$ cat config.mk
export PLATFORM = sky130hd
export DESIGN_NAME = sdram_client_responder
export DESIGN_NICKNAME = d
export VERILOG_FILES = /design/src/rtl/sdram_client_responder.sv
export SDC_FILE = /design/constraint.sdc
export NUM_CORES = 1
export LEC_CHECK = 0
export ABC_AREA = 1
export CELL_PAD_IN_SITES_DETAIL_PLACEMENT = 1
export CELL_PAD_IN_SITES_GLOBAL_PLACEMENT = 1
export CORE_MARGIN = 8
export CORE_UTILIZATION = 45
export CTS_CLUSTER_DIAMETER = 30
export CTS_CLUSTER_SIZE = 10
export DETAILED_ROUTE_END_ITERATION = 7
export DONT_BUFFER_PORTS = 1
export PLACE_DENSITY = 0.88
export SETUP_SLACK_MARGIN = 0.4
export SLEW_MARGIN = 20
export SYNTH_ARGS = -nofsm -noshare
export SYNTH_HDL_FRONTEND = slang
export SYNTH_SLANG_ARGS = --single-unit
$ cat constraint.sdc
create_clock -name i_Clk -period 2.9 [get_ports i_Clk]
set_input_delay 0.725 -clock i_Clk [delete_from_list [all_inputs] [get_ports i_Clk]]
set_output_delay 0.725 -clock i_Clk [all_outputs]
set_load 0.05 [all_outputs]
$ cat src/rtl/sdram_client_responder.sv
// Responder end of the SDRAM client port: runs client bursts word-by-word
// against the single-word controller port and arbitrates memory ownership
// with a priority master through a request/yield/grant handshake.
module sdram_client_responder #(
  parameter int BURST_LEN = 8
) (
  input  logic        i_Clk,
  input  logic        i_Rst_n,
  input  logic [1:0]  i_Command,
  input  logic [21:0] i_Data_Address,
  input  logic [31:0] i_Data_Write,
  output logic [31:0] o_Data_Read,
  output logic        o_Data_Read_Valid,
  output logic        o_Data_Write_Done,
  output logic        o_SDRAM_Requested,
  input  logic        i_SDRAM_Yield,
  input  logic        i_Priority_Req,
  output logic        o_Priority_Grant,
  output logic        o_Mem_Req,
  output logic        o_Mem_We,
  output logic [21:0] o_Mem_Addr,
  output logic [31:0] o_Mem_Wdata,
  input  logic        i_Mem_Ack,
  input  logic [31:0] i_Mem_Rdata,
  output logic        o_Protocol_Error
);

  localparam logic [1:0] CMD_IDLE    = 2'd0;
  localparam logic [1:0] CMD_READ    = 2'd1;
  localparam logic [1:0] CMD_WRITE   = 2'd2;
  localparam logic [1:0] CMD_ILLEGAL = 2'd3;
  localparam logic [7:0] CNT_LAST    = 8'(BURST_LEN - 1);

  typedef enum logic [2:0] {
    S_IDLE,
    S_REQ,
    S_RESP,
    S_HANDOFF,
    S_GRANT
  } state_t;

  state_t      state, state_next;
  logic [1:0]  cmd_q;
  logic [7:0]  cnt;
  logic        latch_cmd, inc_cnt, set_err;
  logic        cmd_is_rw, last_word;

  assign cmd_is_rw = (i_Command == CMD_READ) || (i_Command == CMD_WRITE);
  assign last_word = (cnt == CNT_LAST);

  // State register
  always_ff @(posedge i_Clk or negedge i_Rst_n) begin
    if (!i_Rst_n) state <= S_IDLE;
    else          state <= state_next;
  end

  // Next-state logic plus the datapath control strobes it implies
  always_comb begin
    state_next = state;
    latch_cmd  = 1'b0;
    inc_cnt    = 1'b0;
    set_err    = 1'b0;
    case (state)
      S_IDLE: begin
        if (cmd_is_rw) begin
          // A client command takes precedence over a same-cycle priority request
          state_next = S_REQ;
          latch_cmd  = 1'b1;
        end else begin
          if (i_Command == CMD_ILLEGAL) set_err = 1'b1;
          if (i_Priority_Req) state_next = S_HANDOFF;
        end
      end
      S_REQ: begin
        if (i_Mem_Ack) state_next = S_RESP;
      end
      S_RESP: begin
        if (last_word) begin
          state_next = S_IDLE;
        end else if (i_Command != cmd_q) begin
          set_err    = 1'b1;
          state_next = S_IDLE;
        end else begin
          inc_cnt    = 1'b1;
          state_next = S_REQ;
        end
      end
      S_HANDOFF: begin
        if (i_Command != CMD_IDLE) set_err = 1'b1;
        if (i_SDRAM_Yield)        state_next = S_GRANT;
        else if (!i_Priority_Req) state_next = S_IDLE;
      end
      S_GRANT: begin
        if (!i_Priority_Req) state_next = S_IDLE;
      end
      default: state_next = S_IDLE;
    endcase
  end

  // Latched command, word counter, read data, request and error flags
  always_ff @(posedge i_Clk or negedge i_Rst_n) begin
    if (!i_Rst_n) begin
      cmd_q             <= CMD_IDLE;
      cnt               <= '0;
      o_Data_Read       <= '0;
      o_SDRAM_Requested <= 1'b0;
      o_Protocol_Error  <= 1'b0;
    end else begin
      if (latch_cmd) begin
        cmd_q <= i_Command;
        cnt   <= '0;
      end else if (inc_cnt) begin
        cnt <= cnt + 8'd1;
      end
      if (state == S_REQ && i_Mem_Ack && cmd_q == CMD_READ)
        o_Data_Read <= i_Mem_Rdata;
      // Looking at the next state lets the request drop in the same cycle the grant rises
      o_SDRAM_Requested <= i_Priority_Req && (state_next != S_GRANT);
      if (set_err) o_Protocol_Error <= 1'b1;
    end
  end

  // Outputs decoded from the current state and latched command
  always_comb begin
    o_Mem_Req         = (state == S_REQ);
    o_Data_Read_Valid = (state == S_RESP) && (cmd_q == CMD_READ);
    o_Data_Write_Done = (state == S_RESP) && (cmd_q == CMD_WRITE);
    o_Priority_Grant  = (state == S_GRANT);
    o_Mem_We          = (cmd_q == CMD_WRITE);
  end

  assign o_Mem_Addr  = i_Data_Address;
  assign o_Mem_Wdata = i_Data_Write;

endmodule
Word level (Yosys, flattened, before mapping):

Cells that the tools add are included.

* flip-flop bits (word level): 47
* input bits: 93
* word-level logic and storage cells: 49

* $add $sub $neg: 1
* equal/unequal tests: 12
* mux-type cells: 21
* reduce and logical (&&, ||, !) cells: 9

Operators with widths (number)
* 8-bit 2-to-1 mux: 2
* 3-bit 2-to-1 mux: 5
* 3-bit one-hot mux with 5 select lines: 1
* 1-bit 2-to-1 mux: 12
* 8-bit by 1-bit adder with 8-bit output (second input constant): 1
* 8-bit by 3-bit equality test with 1-bit output (second input constant): 1
* 2-bit equality test (second input constant): 3
* 3-bit by 2-bit equality test with 1-bit output (second input constant): 2
* 1-bit logical AND: 5
* 2-bit by 1-bit equality test with 1-bit output (second input constant): 2
* 2-bit nonzero test: 2
* 3-bit by 1-bit equality test with 1-bit output (second input constant): 1
* 3-bit equality test (second input constant): 1
* 3-bit zero test: 1
* 3-bit inequality test (second input constant): 1
* 1-bit one-hot mux with 3 select lines: 1
* 2-bit inequality test: 1
* 1-bit logical OR: 1

Depth between registers and ports, before layout:

Gate-level depths: netlist (run 1).

* depth in word-level cells: 6
* mapped depth: 9

Least setup slack after synthesis (run 1):

OpenSTA, ideal clock, no wires.

* kind: reg2out
* start point: register state[2]
* end point: output port o_Data_Read_Valid
* arrival: 1.825 ns
* data required time: 2.175 ns
* path slack: 0.350 ns
* stages on the path, launching flop included: 4
* path buffers: 0
* path through: dfrtp_1 > nor3_2 > inv_1 > nor3_1

* word-level cells in the longest chain between the ends: 2

Ends and longest elaborated chain
* start, declared: line 42 `state_t state, state_next;`
* start signal, assigned: line 54 `else state <= state_next;`
* 3-bit by 2-bit equality test with 1-bit output: line 126 `o_Data_Read_Valid = (state == S_RESP) && (cmd_q == CMD_READ);`
* 1-bit logical AND: line 126
* end, declared: line 13 `output logic o_Data_Read_Valid,`

No other way between the ends.

Worst setup path in the final report (run 1):

Ends and elaborated chain as after synthesis.

==> results of run 1 <==
-- area by class of cell --
type                       count  area (sq um)
fill                         711          3370
sequential                    47          1180
multi-input combinational    174           868
inverter                      54           203
tap                           75          93.8
clock buffer                   5          68.8
timing repair buffer           7          52.6
clock inverter                 3          22.5
-- cell usage in the layout (no fill, tap or decap) --
| cell | count |
|---|---|
| sky130_fd_sc_hd__nand2_1 | 79 |
| sky130_fd_sc_hd__inv_1 | 53 |
| sky130_fd_sc_hd__dfrtp_1 | 47 |
| sky130_fd_sc_hd__o21ai_1 | 24 |
| sky130_fd_sc_hd__nor2_1 | 20 |
| sky130_fd_sc_hd__nand3_1 | 15 |
| sky130_fd_sc_hd__o21ai_2 | 10 |
| sky130_fd_sc_hd__nand4_1 | 7 |
| sky130_fd_sc_hd__buf_4 | 7 |
| sky130_fd_sc_hd__clkbuf_8 | 5 |
| sky130_fd_sc_hd__nor3_1 | 4 |
| sky130_fd_sc_hd__o21ai_0 | 3 |
| sky130_fd_sc_hd__ha_1 | 3 |
| sky130_fd_sc_hd__inv_6 | 2 |
| sky130_fd_sc_hd__inv_2 | 1 |
| sky130_fd_sc_hd__nor3_4 | 1 |
| sky130_fd_sc_hd__o211ai_1 | 1 |
| sky130_fd_sc_hd__nor2_4 | 1 |
| sky130_fd_sc_hd__nor3_2 | 1 |
| sky130_fd_sc_hd__nand3_2 | 1 |
| sky130_fd_sc_hd__nand4_4 | 1 |
| sky130_fd_sc_hd__nor2_2 | 1 |
| sky130_fd_sc_hd__nand2_2 | 1 |
| sky130_fd_sc_hd__xor2_1 | 1 |
| sky130_fd_sc_hd__clkinv_2 | 1 |
-- metrics by stage --
step           hold slack, ns  power [W]  area (sq um)  cells  worst slack [ns]
6_report                0.109    0.00289          2480    365             0.576
4_1_cts                0.0963    0.00293          2480    365             0.567
3_3_place_gp            0.431    0.00246          2390    357             0.935
2_1_floorplan           0.429    0.00250          2700    337             0.350
3_5_place_dp            0.431    0.00251          2390    357             0.849
5_1_grt                0.0841    0.00306          2480    365             0.427
-- worst max-delay path, delay by kind of cell (launching register included) --
kind,cells,cell delay [ns]
buffers and inverters,2,0.37
flip-flops,1,0.48
AND/OR/NAND/NOR,2,0.46
-- sequential cells by signal (all words and copies together) (netlist names) --
| register | cells |
|---|---|
| o_Data_Read | 32 |
| cmd_q | 2 |
| cnt | 8 |
| o_Protocol_Error | 1 |
| o_SDRAM_Requested | 1 |
| state | 3 |
-- final timing paths --
path | startpoint | slack, ns | endpoint
worst min register to register | cnt[1]$_DFFE_PN0P_ | 0.55 | cnt[1]$_DFFE_PN0P_
worst min-delay path | i_Rst_n | 0.11 | cmd_q[1]$_DFFE_PN0P_
max in group asynchronous | i_Rst_n | 2.67 | cnt[7]$_DFFE_PN0P_
worst max register to register | state[2]$_DFF_PN0_ | 0.89 | o_Data_Read[27]$_DFFE_PN0P_
min in group i_Clk | i_Mem_Rdata[3] | 0.54 | o_Data_Read[3]$_DFFE_PN0P_
worst max-delay path | state[2]$_DFF_PN0_ | 0.58 | o_Data_Read_Valid
-- kinds of logic after synthesis --
group | count (synthesis) | synth area share, %
AOI/OAI and AO/OA | 38 | 8.53
adders and majority gates | 3 | 1.39
xor gates and xnor gates | 1 | 0.325
DFF | 47 | 43.6
and+or+nand+nor | 132 | 21.9
buffers and inverters | 116 | 24.2
-- power by group through the flow --
stage          clock, W  sequential (W)  combinational [W]
6_report       0.000411         0.00181           0.000666
5_1_grt        0.000456         0.00185           0.000759
4_1_cts        0.000425         0.00182           0.000682
3_5_place_dp          0         0.00183           0.000684
3_3_place_gp          0         0.00182           0.000634
2_1_floorplan         0         0.00175           0.000751
-- routing by layer --
layer	routed length, microns	vias to the layer above	share of wire (%)	GRT usage, %
li1	-	884	-	-
met1	2250	868	39	14.3
met2	2920	72	50	22.5
met3	601	12	10	7.29
met4	66	0	1.1	4.70
met5	0	-	0	0
==> results.md, run 1 <==
Outcome:
- The flow ran to the end, and the final reports show no timing, DRC or antenna violations.

Setup path:
- Along the worst path, the maximum fanout reaches 6.
- The maximum single-stage delay on the critical path is 0.48 ns.
- For the worst setup path, the data required time is roughly 2.2 ns.
- The worst register-to-register path has a depth of 4.
- The type of the worst setup path is register to output port.
- For the worst setup path, the data arrival time is around 1.6 ns.
- The kind of end point of the critical path is an output port.
- The signal on the critical path passes through nor3_2, inv_1, nor3_1, buf_4.
- The cell with the largest stage delay on the worst path is sky130_fd_sc_hd__dfrtp_1.
- The sort of element at the start of the critical path is a register.

Floorplan:
- The die covers slightly below 9000 sq um.
- The starting density of the core is between 40% and 50%.
- The area of the placeable core is 5850 sq um.
- The die width is 93.4 microns.
- In this run the count of I/O pins placed on the die edge is 186.
- From bottom edge to top edge, the die measures approximately 93 microns.
- The placement row count is 28.

Timing:
- Derived from the worst setup path, the maximum achievable clock frequency is roughly 430 MHz.
- The total negative setup slack is 0 ns.
- The number of failing setup endpoints in the final timing report is 0.
- On the final layout, the worst clock skew is about 0.011 ns.
- The final critical path takes up 80.1% of the cycle.
- The number of slew-limit violations in the final report is 0.
- Setup repair after global routing left no endpoint under its margin.
- The number of hold violations in the final report is 0.
- The post-route minimum period is 2.32 ns.
- The worst pin sits at a relative slew slack of a little over two fifths.
- At the pin with the least slew margin, the transition time is approximately 0.85 ns.

Cells and area:
- The area growth from synthesis to layout is -7.93%.
- The fraction of final layout cells with drive strength greater than 1 is approximately 11%.
- In the final design database the tool counted ~390 nets.
- Cells fill a little over two fifths of the core in the end.
- The number of antenna diodes in the final layout is 0.

Synthesis:
- After synthesis, the share of flip-flops with an asynchronous set or reset is 100%.
- The most instantiated library cell after synthesis is sky130_fd_sc_hd__nand2_1.
- Yosys attributes the largest share of cell area to sky130_fd_sc_hd__dfrtp_1 44%, sky130_fd_sc_hd__buf_4 15%, sky130_fd_sc_hd__nand2_1 11%.
- The commonest cells after synthesis are 79 x sky130_fd_sc_hd__nand2_1, 54 x sky130_fd_sc_hd__buf_4, 53 x sky130_fd_sc_hd__inv_1.
- The top cell type by area accounts for between 40 and 50% of the synthesized area.
- During synthesis, Yosys emitted a total of 0 warnings.
- Summing the sequential cell areas from Yosys gives a little over two fifths of the chip area.
- The number of distinct standard cells referenced by the synthesized netlist is 24.
- The synthesized design contains 47 register bits.
- A synthesized cell averages 8.01 sq um.
- Counting every instance in the synthesized netlist gives around 340.
- The cell taking the most area after synthesis is sky130_fd_sc_hd__dfrtp_1.
- The count of flip-flops with a built-in enable after synthesis is 0.
- The mapped netlist covers between 2000 and 3000 sq um.
- Counting every net in the synthesized netlist gives roughly 430.
- The most used flip-flop cell after synthesis is sky130_fd_sc_hd__dfrtp_1.

Clocking:
- The hold-fix buffer count after cts is 0.
- The maximum level of the CTS H-tree is 2.
- Counting along the longest clock path gives a buffer depth of 2.
- TritonCTS built the clock tree.
- The number of CTS-inserted buffers is 5.
- The post-cts repair resize count is 0.
- Post-CTS timing repair inserted 0 buffers for setup.
- Clock-pin slew was measured on the worst setup and hold paths at roughly 0.10 ns.
- The clock sink count is between 40 and 50.
- The master cell of the clock root buffer is sky130_fd_sc_hd__clkbuf_8.
- For the worst-skew pair, the clock arrives at the later sink with an insertion delay of roughly 0.30 ns.

Global route:
- Across every metal layer, demand over resource in global routing totals 13.6%.
- The total overflow left after global routing is 0.
- The first-pass GRT wire length is ~9.5 mm.
- The initial antenna violation count is 0.
- The largest net degree at the start of global routing is just over 60.
- The number of global-route vias before repair came to between 1,500 and 2,000.

Route:
- After the first detailed-routing iteration, the DRC count stood at between 70 and 80.
- The detailed router placed 1,836 vias in this run.
- The average vias per placed instance is between 5 and 6.
- The detailed-route wire length is about 6 mm.
- The number of antenna-violating nets in the routed design is 0.
- After detailed routing, the average wire length per cell comes to around 16 microns.
- After detailed routing, the number of remaining DRC violations is 0.
- The first detailed-routing pass ran for 4 iterations.

Place:
- The weighted congestion reported at the end of routability-driven placement is roughly 0.80.
- The count of buffers from port buffering is 0.
- Once detailed placement completed, the half-perimeter wirelength came to around 4.6 mm.

Power and ir drop:
- Of the total power, the share spent switching nets is a little under three fifths.
- The total leakage power is 1.34 nW.
- The clock network power share is 14.3%.
- Dividing total power by cell area gives a power density of roughly 1200 nW/um^2.
- Per report_power, the sequential group accounts for between 60 and 70% of the total.
- The share of total power dissipated in combinational logic is between 20 and 25%.
- The net switching component of the power is roughly 0.0016 W.
- Internal power comes to between 0.001 and 0.0015 W.
- Across the VDD grid, the largest voltage drop is around 0.00055 V.

Min path:
- In this run the worst hold path is classified as primary input to asynchronous set/reset pin.

Flow run:
- The tool flagged a number of max-cap violations equal to 0.
Note: power is estimated with default switching activity, not from simulation.
==> run 2, diff against run 1 <==
--- a/config.mk
+++ b/config.mk
@@ -9,12 +9,12 @@
 export CELL_PAD_IN_SITES_DETAIL_PLACEMENT = 1
 export CELL_PAD_IN_SITES_GLOBAL_PLACEMENT = 1
 export CORE_MARGIN = 8
-export CORE_UTILIZATION = 45
+export CORE_UTILIZATION = 38
 export CTS_CLUSTER_DIAMETER = 30
 export CTS_CLUSTER_SIZE = 10
 export DETAILED_ROUTE_END_ITERATION = 7
 export DONT_BUFFER_PORTS = 1
-export PLACE_DENSITY = 0.88
+export PLACE_DENSITY = 0.8
 export SETUP_SLACK_MARGIN = 0.4
 export SLEW_MARGIN = 20
 export SYNTH_ARGS = -nofsm -noshare
==> constraint.sdc (replaced) <==
create_clock -name i_Clk -period 1.95 [get_ports i_Clk]
set_input_delay 0.4875 -clock i_Clk [delete_from_list [all_inputs] [get_ports i_Clk]]
set_output_delay 0.4875 -clock i_Clk [all_outputs]
set_load 0.05 [all_outputs]
==> run 2 against run 1 <==
The flow now finishes with violations (negative hold slack). Worst hold slack worse by 0.23 ns. Clock power up 41%. Sequential cell count unchanged. Total power up 55%. Utilization down 3.9 points. Design area up 6.0%. Register-to-register slack worse by 0.51 ns. Clock skew down 0.0045 ns. Largest power group unchanged.
==> results.md, run 2 (synthesized netlist as in run 1, its figures left out) <==
Outcome:
- The run finished, with violations left.
- The checks that failed: negative hold slack.

Timing:
- The number of slew-limit violations in the final report is 0 (unchanged).
- The worst max-slew margin expressed relative to the limit is 65.7% (+22 points).
- The worst hold margin came to -0.125 ns (-0.234 ns).
- The highest clock rate is around 540 MHz.
- The total negative setup slack is 0 ns (unchanged).
- The number of hold violations in the final report is 47 (+47).
- The post-route minimum period is ~1.8 ns.
- The pin slew with the least headroom to its limit is 0.514 ns (-0.331 ns).
- The maximum clock skew at final layout is 0.00642 ns (-0.00453 ns).
- Setup repair after global routing could not meet its margin everywhere.
- After layout, the worst path uses around 94% of the clock period.
- The number of failing setup endpoints in the final timing report is 0 (unchanged).

Place:
- The weighted congestion reported at the end of routability-driven placement is 0.776 (-3.3%).
- The count of buffers from port buffering is 0 (unchanged).
- The placed wire-length estimate after detailed placement came to 4.44 mm (-2.6%).

Route:
- The average vias per placed instance was 4.70 (-6.6%).
- The number of search-and-repair iterations in the first detailed-routing pass came to 4 (unchanged).
- The detailed-route wire length was 5.93 mm (+1.6%).
- The number of antenna-violating nets in the routed design came to 0 (unchanged).
- The DRC violation count after routing came to 0 (unchanged).
- The via count came to 1,842 (+0.33%).
- The mean routed wirelength per cell came to 15.1 microns (-5.4%).
- The DRC violation total after the first TritonRoute iteration is 65 (-18%).

Setup path:
- STA classifies the critical path endpoint as an output port.
- The arrival time at the worst endpoint came to 1.35 ns (-0.25 ns).
- In this run the critical register-to-register path is launched from state[1]$_DFF_PN0_.
- The largest driver fanout on the critical path is 3 (-3).
- The worst setup path is of the register to output port kind.
- The sort of element at the start of the critical path is a register.
- The launching element of the worst setup path is state[1]$_DFF_PN0_.
- The required time at the worst-slack endpoint is 1.46 ns (-0.71 ns).

Floorplan:
- The starting density of the core is 39.5% (-6.6 points).
- The I/O pin count is 186 (unchanged).
- The placement row count is 30 (+7.1%).
- The chip height is 100 microns (+7.3%).
- The die width is 100 microns (+7.3%).
- The die outline area is 10,100 sq um (+15%).
- The area of the placeable core is 6830 sq um (+17%).

Clocking:
- The number of CTS-inserted buffers is 5 (unchanged).
- The clock sink count is 47 (unchanged).
- The clock input transition at the sequential cells of the worst setup and hold paths is 0.09 ns (about the same).
- The master cell of the clock root buffer is sky130_fd_sc_hd__clkbuf_8.
- The number of buffers on the longest clock path came to 2 (unchanged).
- The maximum level of the CTS H-tree was 2 (unchanged).
- The clock network latency to the later pin of the worst-skew pair is 0.29 ns (about the same).
- The TritonCTS clock tree is yes.

Cells and area:
- The area used by multi-input combinational logic is 915 sq um (+5.3%).
- Counting flops per register, the top entry is o_Data_Read.
- The number of flip-flops under the largest register name was 32 (unchanged).
- The fraction of final layout cells with drive strength greater than 1 is 17.9% (+6.5 points).
- The area taken by flip-flops and latches came to 1180 sq um (+0.53%).
- The area growth from synthesis to layout is -2.41%.
- The library cell used most frequently in the layout, excluding fill and tap cells, is sky130_fd_sc_hd__nand2_1.
- The filler cell count in the final layout is 866 (+22%).
- The count of antenna diodes in the layout is 0 (unchanged).
- The layout net count is 391 (+1.6%).
- In the final layout, the registers with the most flip-flops are o_Data_Read: 32 flops, cnt: 8 flops, state: 3 flops.
- The library cells used most frequently in the layout, excluding fill and tap cells, are 78 x sky130_fd_sc_hd__nand2_1, 50 x sky130_fd_sc_hd__inv_1, 42 x sky130_fd_sc_hd__dfrtp_1.

Global route:
- The met3 track demand over resource in global routing is 6.71% (-0.58 points).
- The met1 usage in global routing is 12.1% (-2.3 points).
- The routing usage on met2 came to 20.2% (-2.3 points).
- The number of global-route vias before repair is 1,985 (+3.3%).
- The initial antenna violation count was 0 (unchanged).
- The layer flagged by global routing as most heavily used is met2.
- The largest net degree at the start of global routing is 65 (+4.8%).
- The global-route congestion overflow total is 0 (unchanged).
- The first-pass GRT wire length is 9.68 mm (+1.5%).
- The global-route usage over all layers came to 11.8% (-1.8 points).

Power and ir drop:
- The post-layout total power is 0.00447 W (+55%).
- The maximum resistive drop on vdd is 0.000765 V (+38%).
- The total power per unit cell area is 1700 nW/um^2 (+46%).
- The total leakage power was 1.38 nW (+2.6%).

Flow run:
- The max capacitance violation total is 0 (unchanged).

Min path:
- The type of the most critical hold path is primary input to asynchronous set/reset pin.
==> run 2: cell count changes in the layout (fill, tap and decap cells not counted), sizes merged <==
| cell | before | now |
|---|---|---|
| buf | 7 | 13 |
| inv | 56 | 54 |
| clkbuf | 5 | 6 |
| clkinvlp | 0 | 1 |
==> run 2: critical path, stage by stage (launching register included) <==
cell	delay (ns)
sky130_fd_sc_hd__dfrtp_2	0.39
sky130_fd_sc_hd__inv_2	0.05
sky130_fd_sc_hd__nor3_4	0.21
sky130_fd_sc_hd__inv_2	0.09
sky130_fd_sc_hd__nor3_4	0.13
sky130_fd_sc_hd__buf_6	0.18
==> run 2: final cells by class <==
cell class / instances / area share, %
tap: 96 / 4.56
clock buffer: 6 / 2.76
sequential: 47 / 44.9
inverter: 54 / 7.70
timing repair buffer: 13 / 4.89
clock inverter: 2 / 0.475
multi-input combinational: 174 / 34.7
==> run 2: path summary, 6_finish.rpt <==
path                       depth (start not counted)                          to  slack [ns]
max in group asynchronous                          0          cnt[0]$_DFFE_PN0P_        1.95
min in group i_Clk                                 2  o_Data_Read[2]$_DFFE_PN0P_        0.32
min                                                0          state[2]$_DFF_PN0_       -0.12
max                                                5           o_Data_Read_Valid        0.11
max reg2reg                                        9          cnt[5]$_DFFE_PN0P_        0.38
min reg2reg                                        2          cnt[1]$_DFFE_PN0P_        0.56
==> run 2: stage by stage <==
| stage | hold WS [ns] | std cells | setup WS (ns) | utilization (%) | instance area [sq um] |
|---|---|---|---|---|---|
| floorplan | 0.192 | 337 | 0.227 | - | 2750 |
| global placement | 0.194 | 377 | 0.283 | 35.8 | 2450 |
| detailed placement | 0.193 | 377 | 0.246 | 35.8 | 2450 |
| CTS | -0.140 | 391 | 0.0769 | 38.3 | 2620 |
| global route | -0.144 | 392 | 0.0322 | 38.6 | 2630 |
| finish | -0.125 | 392 | 0.109 | 38.6 | 2630 |
==> run 2: power breakdown <==
part / total [W] / internal, W / switching [W]
Clock: 0.000579 / 0.000251 / 0.000327
Combinational: 0.00119 / 0.000468 / 0.000720
Sequential: 0.00271 / 0.00132 / 0.00139
==> run 2: timing repair <==
action	4_1_cts	5_1_grt
endpoints found under the hold margin	47	47
setup endpoints to repair	46	48
pin swaps	3	1
resized for setup	13	4
buffers inserted	6	1
==> run 2: metal layers <==
| metal | up-vias | part of all wire, % |
|---|---|---|
| met3 | 10 | 11 |
| met4 | 0 | 0.71 |
| met2 | 78 | 49 |
| li1 | 893 | - |
| met5 | - | 0 |
| met1 | 861 | 40 |
